[src/rtl/alu_core_if.sv]
// Execute-stage ALU bus: operand/control issue side and registered result side.
// The issuing stage uses the master modport, the ALU uses the slave modport.
interface alu_core_if #(
  parameter int WIDTH = 32
);
  logic             in_valid;
  logic [WIDTH-1:0] op_a;
  logic [WIDTH-1:0] op_b;
  logic [3:0]       alu_ctrl;
  logic [WIDTH-1:0] result;
  logic             zero;
  logic             overflow;
  logic             out_valid;

  modport master (
    output in_valid, op_a, op_b, alu_ctrl,
    input  result, zero, overflow, out_valid
  );

  modport slave (
    input  in_valid, op_a, op_b, alu_ctrl,
    output result, zero, overflow, out_valid
  );
endinterface

[src/rtl/alu_core.sv]
// 32-bit integer ALU for the execute stage: nine operations selected by alu_ctrl.
// Result, zero and overflow are registered with one cycle of latency.
module alu_core #(
  parameter int WIDTH = 32
) (
  input logic       clk,
  input logic       rst,
  alu_core_if.slave bus
);

  localparam int SHW = $clog2(WIDTH);

  typedef enum logic [3:0] {
    OP_ADD = 4'b0000,
    OP_SUB = 4'b0001,
    OP_AND = 4'b0010,
    OP_OR  = 4'b0011,
    OP_XOR = 4'b0100,
    OP_SLT = 4'b0101,
    OP_SLL = 4'b0110,
    OP_SRL = 4'b0111,
    OP_SRA = 4'b1000
  } alu_op_e;

  // Signed overflow on a + b: same-sign operands producing an opposite-sign sum.
  function automatic logic add_ovf(input logic [WIDTH-1:0] a,
                                   input logic [WIDTH-1:0] b,
                                   input logic [WIDTH-1:0] s);
    return (a[WIDTH-1] == b[WIDTH-1]) && (s[WIDTH-1] != a[WIDTH-1]);
  endfunction

  // Signed overflow on a - b: differing-sign operands where the difference loses a's sign.
  function automatic logic sub_ovf(input logic [WIDTH-1:0] a,
                                   input logic [WIDTH-1:0] b,
                                   input logic [WIDTH-1:0] d);
    return (a[WIDTH-1] != b[WIDTH-1]) && (d[WIDTH-1] != a[WIDTH-1]);
  endfunction

  logic [WIDTH-1:0] sum_s;
  logic [WIDTH-1:0] diff_s;
  logic [SHW-1:0]   shamt_s;
  logic             lt_s;
  logic [WIDTH-1:0] next_result_s;
  logic             next_ovf_s;
  logic             next_zero_s;

  logic [WIDTH-1:0] result_r;
  logic             zero_r;
  logic             overflow_r;
  logic             out_valid_r;

  // Shared adder/subtractor and shift amount feeding the operation mux.
  always_comb begin
    sum_s   = bus.op_a + bus.op_b;
    diff_s  = bus.op_a - bus.op_b;
    shamt_s = bus.op_b[SHW-1:0];
    // Differing signs decide directly; otherwise the difference cannot overflow.
    if (bus.op_a[WIDTH-1] != bus.op_b[WIDTH-1]) begin
      lt_s = bus.op_a[WIDTH-1];
    end else begin
      lt_s = diff_s[WIDTH-1];
    end
  end

  // Operation select producing the next result and overflow flag.
  always_comb begin
    next_result_s = {WIDTH{1'b0}};
    next_ovf_s    = 1'b0;
    case (bus.alu_ctrl)
      OP_ADD: begin
        next_result_s = sum_s;
        next_ovf_s    = add_ovf(bus.op_a, bus.op_b, sum_s);
      end
      OP_SUB: begin
        next_result_s = diff_s;
        next_ovf_s    = sub_ovf(bus.op_a, bus.op_b, diff_s);
      end
      OP_AND: next_result_s = bus.op_a & bus.op_b;
      OP_OR:  next_result_s = bus.op_a | bus.op_b;
      OP_XOR: next_result_s = bus.op_a ^ bus.op_b;
      OP_SLT: next_result_s = {{(WIDTH-1){1'b0}}, lt_s};
      OP_SLL: next_result_s = bus.op_a << shamt_s;
      OP_SRL: next_result_s = bus.op_a >> shamt_s;
      OP_SRA: next_result_s = $unsigned($signed(bus.op_a) >>> shamt_s);
      default: begin
        next_result_s = {WIDTH{1'b0}};
        next_ovf_s    = 1'b0;
      end
    endcase
    next_zero_s = (next_result_s == {WIDTH{1'b0}});
  end

  // Output registers: reset wins, accepted ops load, idle cycles hold the data.
  always_ff @(posedge clk) begin
    if (rst) begin
      result_r    <= {WIDTH{1'b0}};
      zero_r      <= 1'b1;
      overflow_r  <= 1'b0;
      out_valid_r <= 1'b0;
    end else if (bus.in_valid) begin
      result_r    <= next_result_s;
      zero_r      <= next_zero_s;
      overflow_r  <= next_ovf_s;
      out_valid_r <= 1'b1;
    end else begin
      out_valid_r <= 1'b0;
    end
  end

  assign bus.result    = result_r;
  assign bus.zero      = zero_r;
  assign bus.overflow  = overflow_r;
  assign bus.out_valid = out_valid_r;

endmodule

[src/flat_wrapper.sv]
// flat-port wrapper written by rule: the top's interface ports become plain ports
module alu_core_flat 
#(
  parameter int WIDTH = 32
)
  (clk, rst, bus_in_valid, bus_op_a, bus_op_b, bus_alu_ctrl, bus_result, bus_zero, bus_overflow, bus_out_valid);
  alu_core_if #(.WIDTH(WIDTH)) bus_i ();
  input logic clk;
  input logic rst;
  input wire logic [$bits(bus_i.in_valid)-1:0] bus_in_valid;
  input wire logic [$bits(bus_i.op_a)-1:0] bus_op_a;
  input wire logic [$bits(bus_i.op_b)-1:0] bus_op_b;
  input wire logic [$bits(bus_i.alu_ctrl)-1:0] bus_alu_ctrl;
  output wire logic [$bits(bus_i.result)-1:0] bus_result;
  output wire logic [$bits(bus_i.zero)-1:0] bus_zero;
  output wire logic [$bits(bus_i.overflow)-1:0] bus_overflow;
  output wire logic [$bits(bus_i.out_valid)-1:0] bus_out_valid;
  assign bus_i.in_valid = bus_in_valid;
  assign bus_i.op_a = bus_op_a;
  assign bus_i.op_b = bus_op_b;
  assign bus_i.alu_ctrl = bus_alu_ctrl;
  assign bus_result = bus_i.result;
  assign bus_zero = bus_i.zero;
  assign bus_overflow = bus_i.overflow;
  assign bus_out_valid = bus_i.out_valid;
  alu_core #(.WIDTH(WIDTH)) u_core (.clk(clk), .rst(rst), .bus(bus_i));
endmodule
[config.mk]
export PLATFORM = sky130hd
export DESIGN_NAME = alu_core_flat
export DESIGN_NICKNAME = d
export VERILOG_FILES = /design/src/rtl/alu_core_if.sv /design/src/rtl/alu_core.sv /design/src/flat_wrapper.sv
export SDC_FILE = /design/constraint.sdc
export NUM_CORES = 1
export LEC_CHECK = 0
export ABC_AREA = 1
export BUFFER_PORTS_ARGS = -buffer_cell sky130_fd_sc_hd__buf_2
export CAP_MARGIN = 10
export CORE_AREA = 2 2 174 176
export CTS_CLUSTER_SIZE = 16
export DETAILED_ROUTE_END_ITERATION = 16
export DIE_AREA = 0 0 176 178
export PLACE_DENSITY = 0.53
export SYNTH_ARGS = -nofsm -noshare
export SYNTH_HDL_FRONTEND = slang
export SYNTH_SLANG_ARGS = --single-unit
[constraint.sdc]
create_clock -name clk -period 9.8 [get_ports clk]
set_clock_uncertainty 0.05 [all_clocks]
set_input_delay 1.96 -clock clk [delete_from_list [all_inputs] [get_ports clk]]
set_output_delay 1.96 -clock clk [all_outputs]
set_load 0.02 [all_outputs]
Word-level counts from Yosys, hierarchy flattened:

Index checks and enable logic that the tools add are counted.

* register bits after elaboration: 35
* bits of input ports: 71
* output and inout port bits: 35
* word-level logic and storage cells: 32

* add/subtract/negate cells: 2
* equality and inequality tests: 12
* shift-type cells: 3
* muxes and demuxes: 4
* bitwise gates (word level): 3
* reductions and logical operators: 4

Operators with widths (number)
* $pmux W32 S9: 1
* $add A32 B32 Y32: 1
* $and A32 B32 Y32: 1
* $logic_not A32 Y1: 1
* $or A32 B32 Y32: 1
* $shl A32 B5 Y32: 1
* $shr A32 B5 Y32: 1
* $sshr A32 B5 Y32: 1
* $sub A32 B32 Y32: 1
* $xor A32 B32 Y32: 1
* $eq A4 B3 Y1 const B: 4
* $eq A4 B2 Y1 const B: 2
* $eq A4 B1 Y1 const B: 1
* $eq A4 B4 Y1 const B: 1
* $logic_not A4 Y1: 1
* $ne A1 B1 Y1: 3
* $logic_and A1 B1 Y1: 2
* $mux W1: 2
* $pmux W1 S2: 1
* $eq A1 B1 Y1: 1

Depth between registers and ports, before layout:

Gate-level depths: netlist (run 1).

* word-level depth: 4
* mapped depth: 32
* depth with buffers taken out: 29

Worst setup path before layout (run 1):

No wires, ideal clock.

* path kind: input -> register
* start point: in bus_op_b[4]
* end point: reg u_core.zero_r, in the netlist u_core.bus.zero
* setup time: 70 ps
* arrival: 5238 ps
* data required time: 9680 ps
* path slack: 4441 ps
* stages: 30
* buffers on the path: 3
* cells stage by stage: buf_2 -> clkinv_1 -> clkbuf_1 -> ha_1 -> buf_2 -> nor2_1 -> nand2_1 -> nor2_1 -> nand2_1 -> nand3_2 -> nand2_1 -> nand3_1 -> nand2_1 -> nand2_1 -> nand2_1 -> nand2_1 -> a21oi_1 -> fa_1 -> o21ai_0 -> inv_1 -> nand2_1 -> nor2_1 -> nand2_1 -> nor2_1 -> nand2_1 -> nor2_1 -> nand3_1 -> nor2_1 -> nand4_1 -> o21bai_1

* word-level cells in the longest chain between the ends: 4
* elaborated cells on any way between the ends: 11
* classes of those cells: 2 x add/sub; 3 x shift; 2 x mux; 3 x bitwise; 1 x reduce/logical

RTL lines
* start: declaration: RTL line flat_wrapper.sv:12 `input wire logic [$bits(bus_i.op_b)-1:0] bus_op_b;`
* $sub A32 B32 Y32: RTL line alu_core.sv:55 `diff_s = bus.op_a - bus.op_b;`
* $mux W1: RTL line alu_core.sv:58 `if (bus.op_a[WIDTH-1] != bus.op_b[WIDTH-1]) begin`
* $pmux W32 S9 (*): RTL line alu_core.sv:69 `case (bus.alu_ctrl)`
* $logic_not A32 Y1 (*): RTL line alu_core.sv:90 `next_zero_s = (next_result_s == {WIDTH{1'b0}});`
* end signal: assignment: RTL line alu_core.sv:102 `zero_r <= next_zero_s;`
* end: declaration: RTL line alu_core.sv:48 `logic zero_r;`

Mark *: on every way between the ends. The rest lies on a longest branch, timed or not.
A chain may end at the register's enable or synchronous reset.

Final worst setup path (run 1):

* start point: in bus_op_b[2]
* end point: reg u_core.zero_r, in the netlist u_core.bus.zero

The elaborated chain is that of the path after synthesis.

==> metrics.yaml, run 1 <==
detailed_routing:
  vias_per_cell: 5.70
  wl_per_cell_um: 21.8
  finalWirelength_um: 57000
  vias: 14900
  drt.antenna.violating_nets: 0
  first_pass_iters: 6
  drc: 0
  drt_iter0_drc: 1609
synthesis:
  yosys_register_bits: 35
  synth_xor_area_share_pct: 0.233
  synth_compound_area_share_pct: 11.1
  mappedNetlistNets: 2378
  syn_inst: 2208
  synth.distinct_cells: 48
  avgSynthCellArea_um2: 5.11
  synth_enable_flop_cells: 0
  muxShareOfSynthArea_pct: 0
  ys_seq_area_share_pct: 6.20
  synthArstFlopShare_pct: 0
  synth_top_family_by_area: "simple AND/OR/NAND/NOR gates"
  synthAdderAreaFrac_pct: 11.2
  ys_warn_count: 0
  ys.flop_type: "dfxtp_1"
  synthSimpleGateAreaFrac_pct: 56.6
  synth.cell_area_um2: 11300
timing:
  hold_viol: 0
  fin_crit_sh_pct: 64.4
  worstMarginPinSlew_ns: 1.04
  fmax_ghz: 0.158
  setup_violations: 0
  slew_headroom_pct: 30.6
  finalSetupTns_ns: 0
  slew_viol_final: 0
  rsz0062_at_grt: "no"
  period_minus_slack_ns: 6.31
floorplan:
  die_h_um: 178
  pin_count: 106
  core_um2: 29400
  initial_utilization_pct: 38.4
  fp.dieArea_um2: 31300
  rows: 63
  die_x_um: 176
worst_setup_path:
  required_ns: 9.96
  path_max_fanout: 71
  arrival_ns: 6.47
  max_stage_delay_ns: 0.61
  crit_path_start_kind: "primary input"
  endpoint_kind: "flip-flop"
  crit_path_frequent_cell: "nand2_1"
  critPathKind: "in -> reg"
  cpMaxStageDelayCell: "buf_4"
pwr:
  ir_drop_mv: 0.0598
  powerDensity_nw_per_um2: 79.5
  finalPower_w: 0.000949
  p_leak_nw: 6.70
clock_tree:
  clk_latency_ns: 0.28
  htree_levels: 2
  root_buffer: "clkbuf_16"
  cts_resized: 0
  cts_inserted_buffers: 5
  post_cts_buffers: 0
  clk_pin_slew_worst_paths_ns: 0.05
  cts_tree: "yes"
  hold_buffers: 0
  clock-sinks: 35
  cts_max_path_buffers: 2
placed_design:
  place_congestion: 0.987
  hpwlAfterDp_um: 46800
  dp.cells: 2609
  numPortBuffers: 105
global_routing:
  grt_pass1_vias: 13700
  grt_overflow: 0
  grt_pass1_wl_um: 83100
  grt_antenna_before_repair: 0
  grt_use_total_pct: 35.4
  grt_max_degree: 74
run:
  drv_cap: 0
final_layout:
  syn2layout_area_growth_pct: 5.75
  antennaDiodeCount: 0
  drive_gt1_share_pct: 8.13
  fin_util_pct: 40.6
  fin_cells: 2617
  nets: 2396
min_path:
  hp-class: "reg -> reg"
run_status:
  status: "completed"
power breakdown:
| part | switching [W] | total [W] | leakage (nW) | internal (W) |
|---|---|---|---|---|
| clock network | 0.0000597 | 0.000154 | 0.0679 | 0.0000939 |
| logic | 0.000461 | 0.000637 | 6.34 | 0.000176 |
| registers | 0.00000556 | 0.000159 | 0.290 | 0.000153 |
synth_stat cells, types with 2 or more instances:
library cell	n	area, um2
nand2_1	639	2400
nand3_1	497	2490
inv_1	272	1020
nor2_1	231	867
ha_1	96	1200
a21oi_1	87	435
o21ai_0	64	320
buf_2	52	260
dfxtp_1	35	701
nand4_1	29	181
nand2_2	20	125
clkbuf_1	18	67.6
nor3_1	18	90.1
o211ai_1	14	105
buf_1	12	45.0
buf_4	12	90.1
o21bai_1	12	90.1
o22ai_1	11	68.8
nor2_2	10	62.6
buf_6	9	101
inv_2	7	26.3
o21ai_1	7	35.0
nand3b_1	5	37.5
a21oi_2	3	26.3
and2_1	3	18.8
clkinv_1	3	11.3
fa_1	3	60.1
nand2_4	3	33.8
nand3_2	3	30.0
or2_2	3	18.8
a21boi_0	2	15.0
a21o_1	2	15.0
a221oi_1	2	17.5
a31oi_1	2	12.5
inv_4	2	12.5
nor2_4	2	22.5
o2111ai_1	2	17.5
o21a_1	2	15.0
o21ai_2	2	17.5
o221ai_1	2	17.5
o221ai_2	2	30.0
xor2_1	2	17.5
cells in the final DEF, fill, tap and decap left out, types with 3 or more instances in the layout:
master / instances
o21bai_1: 12
nand2_1: 639
ha_1: 96
inv_1: 271
o22ai_1: 11
nand3_2: 3
nand4_1: 29
o21ai_0: 64
dfxtp_1: 35
nand2_4: 3
clkbuf_16: 5
fa_1: 3
o21ai_1: 7
nor2_1: 230
buf_2: 105
nand2_2: 20
buf_4: 10
a21oi_2: 3
and2_1: 3
inv_2: 7
o211ai_1: 14
nor3_1: 18
clkinv_1: 4
nor2_2: 10
a21oi_1: 87
nor2_4: 3
or2_2: 3
nand3_1: 497
nand3b_1: 5
layout make-up:
| class | count | area, um2 |
|---|---|---|
| clock inverter | 1 | 5.00 |
| fill | 3475 | 17500 |
| timing repair buffer | 115 | 601 |
| sequential | 35 | 701 |
| inverter | 284 | 1070 |
| clock buffer | 7 | 133 |
| tap | 390 | 488 |
| multi-input combinational | 1785 | 8940 |
cells by family (layout without fill, tap and decap cells):
group / Yosys count / in the layout
simple gates: 1466 / 1466
buf+inv: 388 / 407
compound gates: 217 / 217
fa+ha+maj: 99 / 99
flops: 35 / 35
xor+xnor: 3 / 3
metal layers:
layer	wire, um	global-route usage [%]	part of all wire, %	up-vias
met5	0	0	0	-
met4	1750	9.19	3.1	0
met3	3480	2.88	6.1	75
met2	26700	61.3	47	645
met1	25000	47.5	44	6992
li1	-	-	-	7200
registers in the layout, indices dropped and copies added (netlist names):
register	cells
u_core.bus.overflow	1
u_core.bus.zero	1
u_core.bus.out_valid	1
u_core.bus.result	32
critical path: cells and delay by family:
kind	cells	cell delay, ns
AO/OA/AOI/OAI	3	0.32
adder cells (fa/ha/maj)	2	0.99
buffers and inverters	5	1.19
AND/OR/NAND/NOR	20	1.91
metrics by stage:
step                      setup WS [ns]  hold slack [ns]  instance area [um2]
final                              3.49            0.428                11900
after global routing               3.06            0.444                11900
after CTS                          3.60            0.427                11900
after detailed placement           3.34            0.409                11800
after global placement             3.46            0.407                11800
after floorplan                    4.44            0.544                11300
worst paths after layout:
path	startpoint	to	slack, ns	cells after the start
hold reg to reg	u_core.bus.result[20]$_SDFFE_PP0P_	u_core.bus.result[20]$_SDFFE_PP0P_	0.43	2
setup reg to reg	u_core.bus.result[26]$_SDFFE_PP0P_	u_core.bus.result[26]$_SDFFE_PP0P_	9.04	2
hold / removal	u_core.bus.result[20]$_SDFFE_PP0P_	u_core.bus.result[20]$_SDFFE_PP0P_	0.43	2
setup / recovery	bus_op_b[2]	u_core.bus.zero$_SDFFE_PP1P_	3.49	30
Power figures use the tool's default switching activity.
==> run 2: changes to the inputs <==
- clock period: 9.8 -> 5.9 ns (I/O delays scaled with it)
==> run 2 against run 1 <==
Net effect:
- non-clock buffer count increased by 4
- total power up 68%
- global-route usage up 0.30 points
- worst hold slack worse by 0.0032 ns
- final cell count is 0.11% higher
- design area rose by 0.30%
- critical path type unchanged
==> metrics.yaml, run 2 (synthesized netlist as in run 1, its figures left out) <==
clock_tree:
  clk_pin_slew_worst_paths_ns: 0.05  # about the same
  cts_inserted_buffers: 5  # unchanged
  root_buffer: "clkbuf_16"
  clock-sinks: 35  # unchanged
  cts_max_path_buffers: 2  # unchanged
  hold_buffers: 0  # unchanged
  cts_resized: 0  # unchanged
  post_cts_buffers: 0  # unchanged
  htree_levels: 2  # unchanged
  cts_tree: "yes"
  clk_latency_ns: 0.28  # about the same
timing:
  whs_ns: 0.425  # -0.00318 ns
  hold_viol: 0  # unchanged
  setup_ws_ns: 1.18  # -2.31 ns
  slew_viol_final: 0  # unchanged
  setup_violations: 0  # unchanged
  worstMarginPinSlew_ns: 1.02  # -0.0121 ns
  period_minus_slack_ns: 4.72
  rsz0062_at_grt: "no"
  finalSetupTns_ns: 0  # unchanged
  slew_headroom_pct: 31.4  # +0.81 points
  fmax_ghz: 0.212
  fin_crit_sh_pct: 80.0
worst_setup_path:
  critPathKind: "in -> reg"
  cpMaxStageDelayCell: "fa_1"
  setup.worst_path.end: "u_core.bus.zero$_SDFFE_PP1P_"
  path_max_fanout: 9  # -87%
  worstRegToRegCells: 3  # +1
  endpoint_kind: "flip-flop"
  arrival_ns: 4.88  # -1.59 ns
  crit_start: "bus_op_a[9]"
  reg2reg_slack_ns: 5.13  # -3.91 ns
  crit_path_start_kind: "primary input"
  required_ns: 6.06  # -3.90 ns
  reg2reg_to: "u_core.bus.zero$_SDFFE_PP1P_"
  max_stage_delay_ns: 0.52  # -0.09 ns
  crit_path_frequent_cell: "nand2_1"
  r2r_start: "u_core.bus.zero$_SDFFE_PP1P_"
final_layout:
  drive_gt1_share_pct: 8.34  # +0.21 points
  largest_register_ffs: 32  # unchanged
  layout_common_cells: "nand2_1, nand3_1, inv_1"
  antennaDiodeCount: 0  # unchanged
  fin_cells: 2620  # +0.11%
  syn2layout_area_growth_pct: 6.07
  nets: 2400  # +0.17%
  fin_util_pct: 40.7  # +0.12 points
  final_common_cell: "nand2_1"
  fillers: 3530  # +1.6%
global_routing:
  grt_pass1_wl_um: 84400  # +1.5%
  grt_pass1_vias: 14100  # +3.1%
  grt_overflow: 0  # unchanged
  grt_use_total_pct: 35.7  # +0.30 points
  grt_antenna_before_repair: 0  # unchanged
  grt_max_degree: 72  # -2.7%
floorplan:
  core_um2: 29400  # unchanged
  pin_count: 106  # unchanged
  die_x_um: 176  # unchanged
  rows: 63  # unchanged
  die_h_um: 178  # unchanged
  fp.dieArea_um2: 31300  # unchanged
  initial_utilization_pct: 38.4  # unchanged
min_path:
  hp-class: "reg -> reg"
  min_from: "u_core.bus.result[21]$_SDFFE_PP0P_"
pwr:
  ir_drop_mv: 0.106  # +77%
  powerDensity_nw_per_um2: 133  # +68%
  p_leak_nw: 6.72  # +0.37%
detailed_routing:
  wl_per_cell_um: 21.8  # about the same
  vias: 15100  # +1.0%
  vias_per_cell: 5.75  # +0.90%
  finalWirelength_um: 57100  # +0.21%
  drt.antenna.violating_nets: 0  # unchanged
  drt_iter0_drc: 1917  # +19%
  first_pass_iters: 6  # unchanged
  drc: 0  # unchanged
run:
  drv_cap: 0  # unchanged
placed_design:
  numPortBuffers: 105  # unchanged
  hpwlAfterDp_um: 46700  # -0.26%
  place_congestion: 0.988  # about the same
  place_worst_setup_slack_ns: 0.998  # -2.34 ns
  dp.cells: 2613  # +0.15%
run_status:
  status: "completed"
-- run 2: cell types whose count changed in the layout (fill, tap and decap cells not counted), sizes merged --
| cell | previous run | this run |
|---|---|---|
| buf | 115 | 119 |
| clkbuf | 7 | 6 |
-- run 2: cell type report --
class | count | area [um2] | share of cell area (%)
well taps | 390 | 488 | 4.07
clock buffers | 6 | 139 | 1.16
clock inverters | 1 | 5.00 | 0.0418
flip-flops and latches | 35 | 701 | 5.85
inverters | 284 | 1070 | 8.94
repair buffers | 119 | 631 | 5.26
multi-input cells | 1785 | 8940 | 74.7
-- run 2: metal layers --
layer	global-route usage (%)	wire length, um
met5	0	0
met3	3.37	4130
met4	13.9	2510
met1	47.9	24600
met2	59.2	25800
-- run 2: power breakdown --
group	internal [W]	total, W	switching (W)
sequential	0.000254	0.000264	0.00000917
clock	0.000165	0.000266	0.000102
combinational	0.000294	0.00106	0.000771
-- run 2: worst min path at each step --
| stage | end | slack, ns | cells past startpoint |
|---|---|---|---|
| final | u_core.bus.result[21]$_SDFFE_PP0P_ | 0.42 | 2 |
| after global routing | u_core.bus.result[21]$_SDFFE_PP0P_ | 0.45 | 2 |
| after CTS | u_core.bus.result[17]$_SDFFE_PP0P_ | 0.43 | 2 |
| after detailed placement | u_core.bus.result[22]$_SDFFE_PP0P_ | 0.41 | 2 |
| after global placement | u_core.bus.result[21]$_SDFFE_PP0P_ | 0.41 | 2 |
| after floorplan | u_core.bus.result[14]$_SDFFE_PP0P_ | 0.54 | 2 |
-- run 2: critical path, delay by kind of cell --
kind / cells / cell delay (ns)
buf+inv: 3 / 0.34
compound gates: 3 / 0.33
fa+ha+maj: 2 / 0.95
simple gates: 20 / 2.07
-- run 2: per-stage QoR --
step,area [um2],total power [W]
2_1_floorplan,11300,0.000962
3_3_place_gp,11800,0.00130
3_5_place_dp,11800,0.00130
4_1_cts,12000,0.00157
5_1_grt,12000,0.00171
6_report,12000,0.00159
